**config.mk**
```make
export PLATFORM = sky130hd
export DESIGN_NAME = row_memory_controller
export DESIGN_NICKNAME = d
export VERILOG_FILES = /design/src/rtl/row_memory_controller_pkg.sv /design/src/rtl/row_memory_controller_port.sv /design/src/rtl/row_memory_controller.sv
export SDC_FILE = /design/constraint.sdc
export NUM_CORES = 2
export LEC_CHECK = 0
export CORE_AREA = 2 2 525 527
export CTS_CLUSTER_DIAMETER = 30
export CTS_CLUSTER_SIZE = 30
export DETAILED_ROUTE_END_ITERATION = 16
export DIE_AREA = 0 0 527 529
export PLACE_DENSITY = 0.39
export SETUP_SLACK_MARGIN = 0.05
export SLEW_MARGIN = 20
export SYNTH_ARGS = -nofsm -noshare
export SYNTH_HDL_FRONTEND = slang
export SYNTH_HIERARCHICAL = 1
export SYNTH_SLANG_ARGS = --single-unit
```
**constraint.sdc**
```tcl
create_clock -name clkDiv -period 9.05 [get_ports clkDiv]
set_input_delay 1.81 -clock clkDiv [delete_from_list [all_inputs] [get_ports clkDiv]]
set_output_delay 1.81 -clock clkDiv [all_outputs]
set_load 0.02 [all_outputs]
```
**src/rtl/row_memory_controller_pkg.sv**
```systemverilog
// Shared row/word geometry, FSM state encoding and the row-to-word-address helper.
package row_memory_controller_pkg;

  localparam int unsigned ROW_BITS  = 640;
  localparam int unsigned WORD_BITS = 16;
  localparam int unsigned ROW_WORDS = 40;
  localparam int unsigned NUM_ROWS  = 480;
  localparam int unsigned ADDR_W    = 15;
  localparam int unsigned ROW_IDX_W = 9;

  typedef enum logic [1:0] {
    ST_IDLE,
    ST_WRITE,
    ST_READ,
    ST_DONE
  } state_t;

  // Base word address of a row; the 40-word case reduces to row*32 + row*8.
  function automatic logic [ADDR_W-1:0] row_base(input logic [ROW_IDX_W-1:0] r,
                                                 input int unsigned words);
    logic [31:0] prod;
    prod = 32'(r) * words;
    if (words == 40) return (ADDR_W'(r) << 5) + (ADDR_W'(r) << 3);
    return prod[ADDR_W-1:0];
  endfunction

endpackage

```
**src/rtl/row_memory_controller_port.sv**
```systemverilog
// Single SRAM word access: holds address/data/direction for WAIT_CYCLES+1 cycles.
module sram_word_port
  import row_memory_controller_pkg::*;
#(
  parameter int unsigned WAIT_CYCLES = 1
) (
  input  logic                 i_clk,
  input  logic                 i_rst_n,
  input  logic                 i_start,
  input  logic                 i_write,
  input  logic [ADDR_W-1:0]    i_addr,
  input  logic [WORD_BITS-1:0] i_wdata,
  output logic                 o_done,
  output logic [WORD_BITS-1:0] o_rdata,
  output logic [ADDR_W-1:0]    o_mem_addr,
  output logic [WORD_BITS-1:0] o_mem_wdata,
  input  logic [WORD_BITS-1:0] i_mem_rdata,
  output logic                 o_mem_we,
  output logic                 o_mem_oe
);

  localparam int unsigned CW = (WAIT_CYCLES > 0) ? $clog2(WAIT_CYCLES + 1) : 1;
  localparam logic [CW-1:0] CNT_LAST = CW'(WAIT_CYCLES);

  logic                 r_active;
  logic [CW-1:0]        r_cnt;
  logic [ADDR_W-1:0]    r_addr;
  logic [WORD_BITS-1:0] r_wdata;
  logic                 r_we;
  logic                 r_oe;

  // A new start on the done cycle wins, so consecutive words run with no gap.
  always_ff @(posedge i_clk or negedge i_rst_n) begin
    if (!i_rst_n) begin
      r_active <= 1'b0;
      r_cnt    <= '0;
      r_addr   <= '0;
      r_wdata  <= '0;
      r_we     <= 1'b0;
      r_oe     <= 1'b0;
    end else if (i_start) begin
      r_active <= 1'b1;
      r_cnt    <= '0;
      r_addr   <= i_addr;
      r_wdata  <= i_write ? i_wdata : '0;
      r_we     <= i_write;
      r_oe     <= !i_write;
    end else if (r_active) begin
      if (r_cnt == CNT_LAST) begin
        r_active <= 1'b0;
        r_we     <= 1'b0;
        r_oe     <= 1'b0;
      end else begin
        r_cnt <= r_cnt + CW'(1);
      end
    end
  end

  assign o_done      = r_active && (r_cnt == CNT_LAST);
  assign o_rdata     = i_mem_rdata;
  assign o_mem_addr  = r_addr;
  assign o_mem_wdata = r_wdata;
  assign o_mem_we    = r_we;
  assign o_mem_oe    = r_oe;

endmodule

```
**src/rtl/row_memory_controller.sv**
```systemverilog
// Row transfer FSM: writes the computed row back to the previous address, then reads the new row.
module row_memory_controller
  import row_memory_controller_pkg::*;
#(
  parameter int unsigned WORDS       = ROW_WORDS,
  parameter int unsigned ROWS        = NUM_ROWS,
  parameter int unsigned WAIT_CYCLES = 1
) (
  input  logic                         clkDiv,
  input  logic                         rstN,
  input  logic                         rowStart,
  input  logic [8:0]                   row,
  input  logic [WORDS*WORD_BITS-1:0]   writeRow,
  output logic [WORDS*WORD_BITS-1:0]   readRow,
  output logic                         reading,
  output logic                         busy,
  output logic                         overrun,
  output logic [14:0]                  memAddr,
  output logic [15:0]                  memDataOut,
  input  logic [15:0]                  memDataIn,
  output logic                         memWe,
  output logic                         memOe
);

  localparam int unsigned RB = WORDS * WORD_BITS;
  localparam int unsigned KW = (WORDS > 1) ? $clog2(WORDS) : 1;
  localparam logic [KW-1:0] K_LAST = KW'(WORDS - 1);
  localparam logic [9:0] ROWS_L = 10'(ROWS);

  state_t               r_state;
  logic [KW-1:0]        r_k;
  logic [8:0]           r_cur_row;
  logic [8:0]           r_prev_row;
  logic                 r_prev_valid;
  logic [RB-1:0]        r_shadow;
  logic [RB-1:0]        r_read_row;
  logic [ADDR_W-1:0]    r_base;
  logic                 r_reading;
  logic                 r_busy;
  logic                 r_overrun;

  logic                 w_row_ok;
  logic                 w_idle;
  logic                 w_accept;
  logic                 w_drop;
  logic                 w_done;
  logic                 w_last;
  logic [KW-1:0]        w_k_next;
  logic                 w_start;
  logic                 w_write;
  logic [ADDR_W-1:0]    w_addr;
  logic [WORD_BITS-1:0] w_wdata;
  logic [WORD_BITS-1:0] w_rdata;

  assign w_row_ok = ({1'b0, row} < ROWS_L);
  assign w_idle   = (r_state == ST_IDLE) || (r_state == ST_DONE);
  assign w_accept = rowStart && w_row_ok && w_idle;
  assign w_drop   = rowStart && w_row_ok && !w_idle;
  assign w_last   = (r_k == K_LAST);
  assign w_k_next = r_k + KW'(1);

  // Next word launch is decided on the done cycle so the port never idles between words.
  always_comb begin
    w_start = 1'b0;
    w_write = 1'b0;
    w_addr  = r_base + ADDR_W'(w_k_next);
    w_wdata = '0;
    for (int unsigned i = 0; i < WORDS; i++) begin
      if (w_k_next == KW'(i)) w_wdata = r_shadow[i*WORD_BITS +: WORD_BITS];
    end
    if (w_accept) begin
      w_start = 1'b1;
      w_write = r_prev_valid;
      w_addr  = r_prev_valid ? row_base(r_prev_row, WORDS) : row_base(row, WORDS);
      w_wdata = writeRow[WORD_BITS-1:0];
    end else if (w_done && r_state == ST_WRITE) begin
      w_start = 1'b1;
      w_write = !w_last;
      if (w_last) w_addr = row_base(r_cur_row, WORDS);
    end else if (w_done && r_state == ST_READ && !w_last) begin
      w_start = 1'b1;
    end
  end

  always_ff @(posedge clkDiv or negedge rstN) begin
    if (!rstN) begin
      r_state      <= ST_IDLE;
      r_k          <= '0;
      r_cur_row    <= '0;
      r_prev_row   <= '0;
      r_prev_valid <= 1'b0;
      r_shadow     <= '0;
      r_read_row   <= '0;
      r_base       <= '0;
      r_reading    <= 1'b0;
      r_busy       <= 1'b0;
      r_overrun    <= 1'b0;
    end else begin
      r_overrun <= w_drop;
      case (r_state)
        ST_IDLE, ST_DONE: begin
          if (w_accept) begin
            r_cur_row <= row;
            r_shadow  <= writeRow;
            r_k       <= '0;
            r_base    <= w_addr;
            r_reading <= 1'b0;
            r_busy    <= 1'b1;
            r_state   <= r_prev_valid ? ST_WRITE : ST_READ;
          end
        end
        ST_WRITE: begin
          if (w_done) begin
            if (w_last) begin
              r_k     <= '0;
              r_base  <= w_addr;
              r_state <= ST_READ;
            end else begin
              r_k <= w_k_next;
            end
          end
        end
        ST_READ: begin
          if (w_done) begin
            for (int unsigned i = 0; i < WORDS; i++) begin
              if (r_k == KW'(i)) r_read_row[i*WORD_BITS +: WORD_BITS] <= w_rdata;
            end
            if (w_last) begin
              r_state      <= ST_DONE;
              r_reading    <= 1'b1;
              r_busy       <= 1'b0;
              r_prev_row   <= r_cur_row;
              r_prev_valid <= 1'b1;
            end else begin
              r_k <= w_k_next;
            end
          end
        end
        default: r_state <= ST_IDLE;
      endcase
    end
  end

  sram_word_port #(
    .WAIT_CYCLES(WAIT_CYCLES)
  ) u_port (
    .i_clk      (clkDiv),
    .i_rst_n    (rstN),
    .i_start    (w_start),
    .i_write    (w_write),
    .i_addr     (w_addr),
    .i_wdata    (w_wdata),
    .o_done     (w_done),
    .o_rdata    (w_rdata),
    .o_mem_addr (memAddr),
    .o_mem_wdata(memDataOut),
    .i_mem_rdata(memDataIn),
    .o_mem_we   (memWe),
    .o_mem_oe   (memOe)
  );

  assign readRow = r_read_row;
  assign reading = r_reading;
  assign busy    = r_busy;
  assign overrun = r_overrun;

endmodule

```
==> flow_metrics.env <==
export IMPL_fillerInstances=27900
export IMPL_placed_cells=10570
export IMPL_area_growth_pct=52.61
export IMPL_cts_sinks=1360
export IMPL_slew_violations=0
export IMPL_drt_total_wl_mm=340.3
export IMPL_multi_input_area_mm2=0.02436
export IMPL_avgSynthCellArea_um2=10.17
export IMPL_cp_arrival_ns=6.61
export IMPL_synthFlopType="dfrtp_1"
export IMPL_post_cts_buffers=0
export IMPL_die_width_um=527
export IMPL_grt_max_degree=195
export IMPL_power_density_mw_per_mm2=355.2
export IMPL_die_h_um=529
export IMPL_critPathLaunchType="flip-flop"
export IMPL_startpoint="r_k[1]"
export IMPL_ant_nets=0
export IMPL_area_sequential_mm2=0.03403
export IMPL_yosysSeqAreaShare=0.5656
export IMPL_ctsHtreeMaxLevel=5
export IMPL_place_congestion=0.9194
export IMPL_outcome="finished, final reports clean"
export IMPL_critPathRequiredTime_ns=9.89
export IMPL_antenna_found_initial=55
export IMPL_ctsRootBufferMaster="clkbuf_16"
export IMPL_vdd_ir_drop_max_mv=0.2206
export IMPL_path_clk_slew_ns=0.04
export IMPL_rows=192
export IMPL_setup_tns_ns=0
export IMPL_io_buffer_count=1343
export IMPL_hold_buffers=0
export IMPL_muxShareOfSynthArea=0.1297
export IMPL_setup_violations=0
export IMPL_yosys_warnings=6
export IMPL_hold_viol_final=0
export IMPL_crit_path_cell_trace="ha_4 -> nand3b_1 -> o2bb2a_2 -> a21o_1 -> o221ai_1 -> a21oi_1 -> o31ai_1 -> a31oi_1 -> o21ai_0 -> a21o_1 -> inv_1 -> o2bb2ai_1"
export IMPL_post_route_drc_count=0
export IMPL_first_pass_iters=8
export IMPL_nets=8087
export IMPL_die_area_mm2=0.2788
export IMPL_drt_iter0_markers=3994
export IMPL_fin_crit_sh=0.6381
export IMPL_synth_edf_count=0
export IMPL_path_class="flip-flop to flip-flop"
export IMPL_synth_top_family_by_area="simple AND/OR/NAND/NOR gates"
export IMPL_cts_buffers=396
export IMPL_p_leak_nw=41.50
export IMPL_clk_latency_ns=0.93
export IMPL_slowest_delay_ns=1.08
export IMPL_cp_end_kind="flip-flop"
export IMPL_r2r_cells=12
export IMPL_via_count=53440
export IMPL_reg2reg_slack_ns=3.27
export IMPL_cpMaxStageDelayCell="o31ai_1"
export IMPL_gr_total_overflow=0
export IMPL_clk_path_buf_depth=4
export IMPL_finalNonFillerCells=11310
export IMPL_synth_seq_cells=1360
export IMPL_path_max_fanout=47
export IMPL_fin_skew_ns=0.07630
export IMPL_io_pins=1344
export IMPL_hold_ws_ns=0.4620
export IMPL_synth_cells=5914
export IMPL_synth_simple_area_share=0.1707
export IMPL_syn_cell_area_mm2=0.06017
export IMPL_synthArstFlopShare=1.000
export IMPL_synthXorXnorAreaFrac=0.004200
export IMPL_drt_vias_per_instance=4.725
export IMPL_hp_class="flip-flop to flip-flop"
export IMPL_fmax_ghz=0.1732
export IMPL_max_slew_worst_pin_slew_ns=1.283
export IMPL_track_usage=0.2357
export IMPL_power_mw=32.62
export IMPL_r2r_end="u_port/o_mem_wdata[9]"
export IMPL_mappedNetlistNets=6621
export IMPL_wl_per_cell_um=30.09
export IMPL_layout_drive_gt1_share=0.2017
export IMPL_synth_fa_ha_area_frac=0.008609
export IMPL_crit_path_frequent_cell="a21o_1"
export IMPL_core_area_mm2=0.2729
export IMPL_initial_core_util=0.2205
export IMPL_crit_end="u_port/o_mem_wdata[9]"
export IMPL_hpwl_mm=248.4
export IMPL_synth_distinct_cells=113
export IMPL_synth_compound_area_frac=0.08854
export IMPL_first_global_vias=55850
export IMPL_rsz0062_at_grt="false"
export IMPL_max_slew_margin=0.1375
export IMPL_cts_resized=0
export IMPL_finalCriticalPeriod_ns=5.775
export IMPL_cts_tree="done"
export IMPL_grt_pass1_wl_mm=462.9
export IMPL_timing_rr_start="r_k[1]"
export IMPL_maxCapViolCount=0
Yosys cell counts, drive strengths merged (10+ instances only):
cell,number,share of area
o221ai,36,0.0053
a211oi,22,0.0027
buf,84,0.0090
a21oi,140,0.012
nand4,17,0.0018
dfrtp,1360,0.57
nor2b,18,0.0019
and3,25,0.0026
o22ai,59,0.0061
a2111oi,10,0.0019
nand3,65,0.0054
mux2i,12,0.0020
nand2b,15,0.0016
xor2,11,0.0017
xnor2,17,0.0025
or3,17,0.0018
o211ai,33,0.0042
nand2,2143,0.13
mux2,676,0.13
inv,62,0.0039
a221o,19,0.0032
a22oi,28,0.0036
clkbuf,317,0.020
a2bb2oi,10,0.0015
nor2,170,0.011
nor4,12,0.0012
a221oi,42,0.0061
o32ai,12,0.0021
nor3,41,0.0037
ha,35,0.0073
o2111ai,10,0.0015
o21ai,184,0.016
a31oi,19,0.0020
a21o,25,0.0031
o21a,10,0.0012
and2,11,0.0011
routing by layer:
| layer | GRT usage | part of all wire |
|---|---|---|
| met1 | 0.2824 | 0.40 |
| met2 | 0.3808 | 0.47 |
| met3 | 0.07905 | 0.089 |
| met4 | 0.1074 | 0.045 |
| met5 | 0 | 0.00013 |
where the power goes:
part	switching, mW	leakage, nW	internal, mW	total (mW)
registers	1.43	17.0	8.03	9.45
clock network	4.37	6.93	10.3	14.7
logic	5.32	17.6	3.17	8.49
cells by family (layout without fill, tap and decap cells):
| logic type | Yosys count | in the layout |
|---|---|---|
| buf+inv | 464 | 2246 |
| xor+xnor | 28 | 28 |
| fa+ha+maj | 39 | 39 |
| compound gates | 763 | 763 |
| mux | 689 | 689 |
| simple gates | 2571 | 2571 |
| flops | 1360 | 1360 |
| other cells | 0 | 25 |
per-stage QoR:
stage	worst slack, ns	utilization	cell area, um^2
2_1_floorplan	5.137	-	60170
4_1_cts	3.403	0.3361	91730
6_report	3.275	0.3365	91820
5_1_grt	3.200	0.3364	91810
3_5_place_dp	3.334	0.2842	77570
3_3_place_gp	3.345	0.2841	77530
worst min path at each step:
stage | from | endpoint | slack [ns] | cells past startpoint
floorplan | r_shadow[633] | r_shadow[633] | 0.43 | 2
global placement | r_shadow[630] | r_shadow[630] | 0.45 | 2
detailed placement | r_shadow[630] | r_shadow[630] | 0.45 | 2
CTS | r_shadow[630] | r_shadow[630] | 0.46 | 2
global route | r_shadow[225] | r_shadow[225] | 0.48 | 2
finish | r_shadow[219] | r_shadow[219] | 0.46 | 2
cell usage in the layout (no fill, tap or decap), types with 35 or more instances in the layout:
master	synthesis	final
clkdlybuf4s50_1	0	1326
clkbuf_8	0	88
o221ai_1	35	35
mux2_2	663	663
inv_1	59	58
nor2_1	165	152
a21oi_1	135	132
nor3_1	39	38
o22ai_1	59	59
nand3_1	65	62
nand2_1	2141	2136
dfrtp_1	1360	1359
clkbuf_1	316	65
a221oi_1	42	42
clkbuf_16	0	396
clkinv_2	0	65
bufinv_16	0	57
buf_4	24	117
o21ai_0	174	172
flip-flops by register name (all words and copies together) (netlist names):
name                cells
busy                    1
overrun                 1
r_base                 15
r_cur_row               9
r_k                     6
r_prev_row              9
r_prev_valid            1
r_shadow              640
r_state                 2
readRow               640
reading                 1
u_port/o_mem_addr      15
u_port/o_mem_oe         1
u_port/o_mem_wdata     16
u_port/o_mem_we         1
u_port/r_active         1
u_port/r_cnt            1
critical path, delay by kind of cell (launching register included):
kind                     cells  cell delay (ns)
AND/OR/NAND/NOR              1             0.80
adder cells (fa/ha/maj)      1             0.63
buffers and inverters        1             0.04
flip-flops                   1             0.82
AO/OA/AOI/OAI                9             3.40
cell type report:
type	instances	area share
diodes	25	0.0006813
flip-flops and latches	1360	0.3706
clock inverters	165	0.03052
multi-input cells	4090	0.2653
repair buffers	1469	0.1577
well taps	3589	0.04890
clock buffers	549	0.1238
inverters	63	0.002575
No activity file was read; power rests on OpenSTA's default activity.
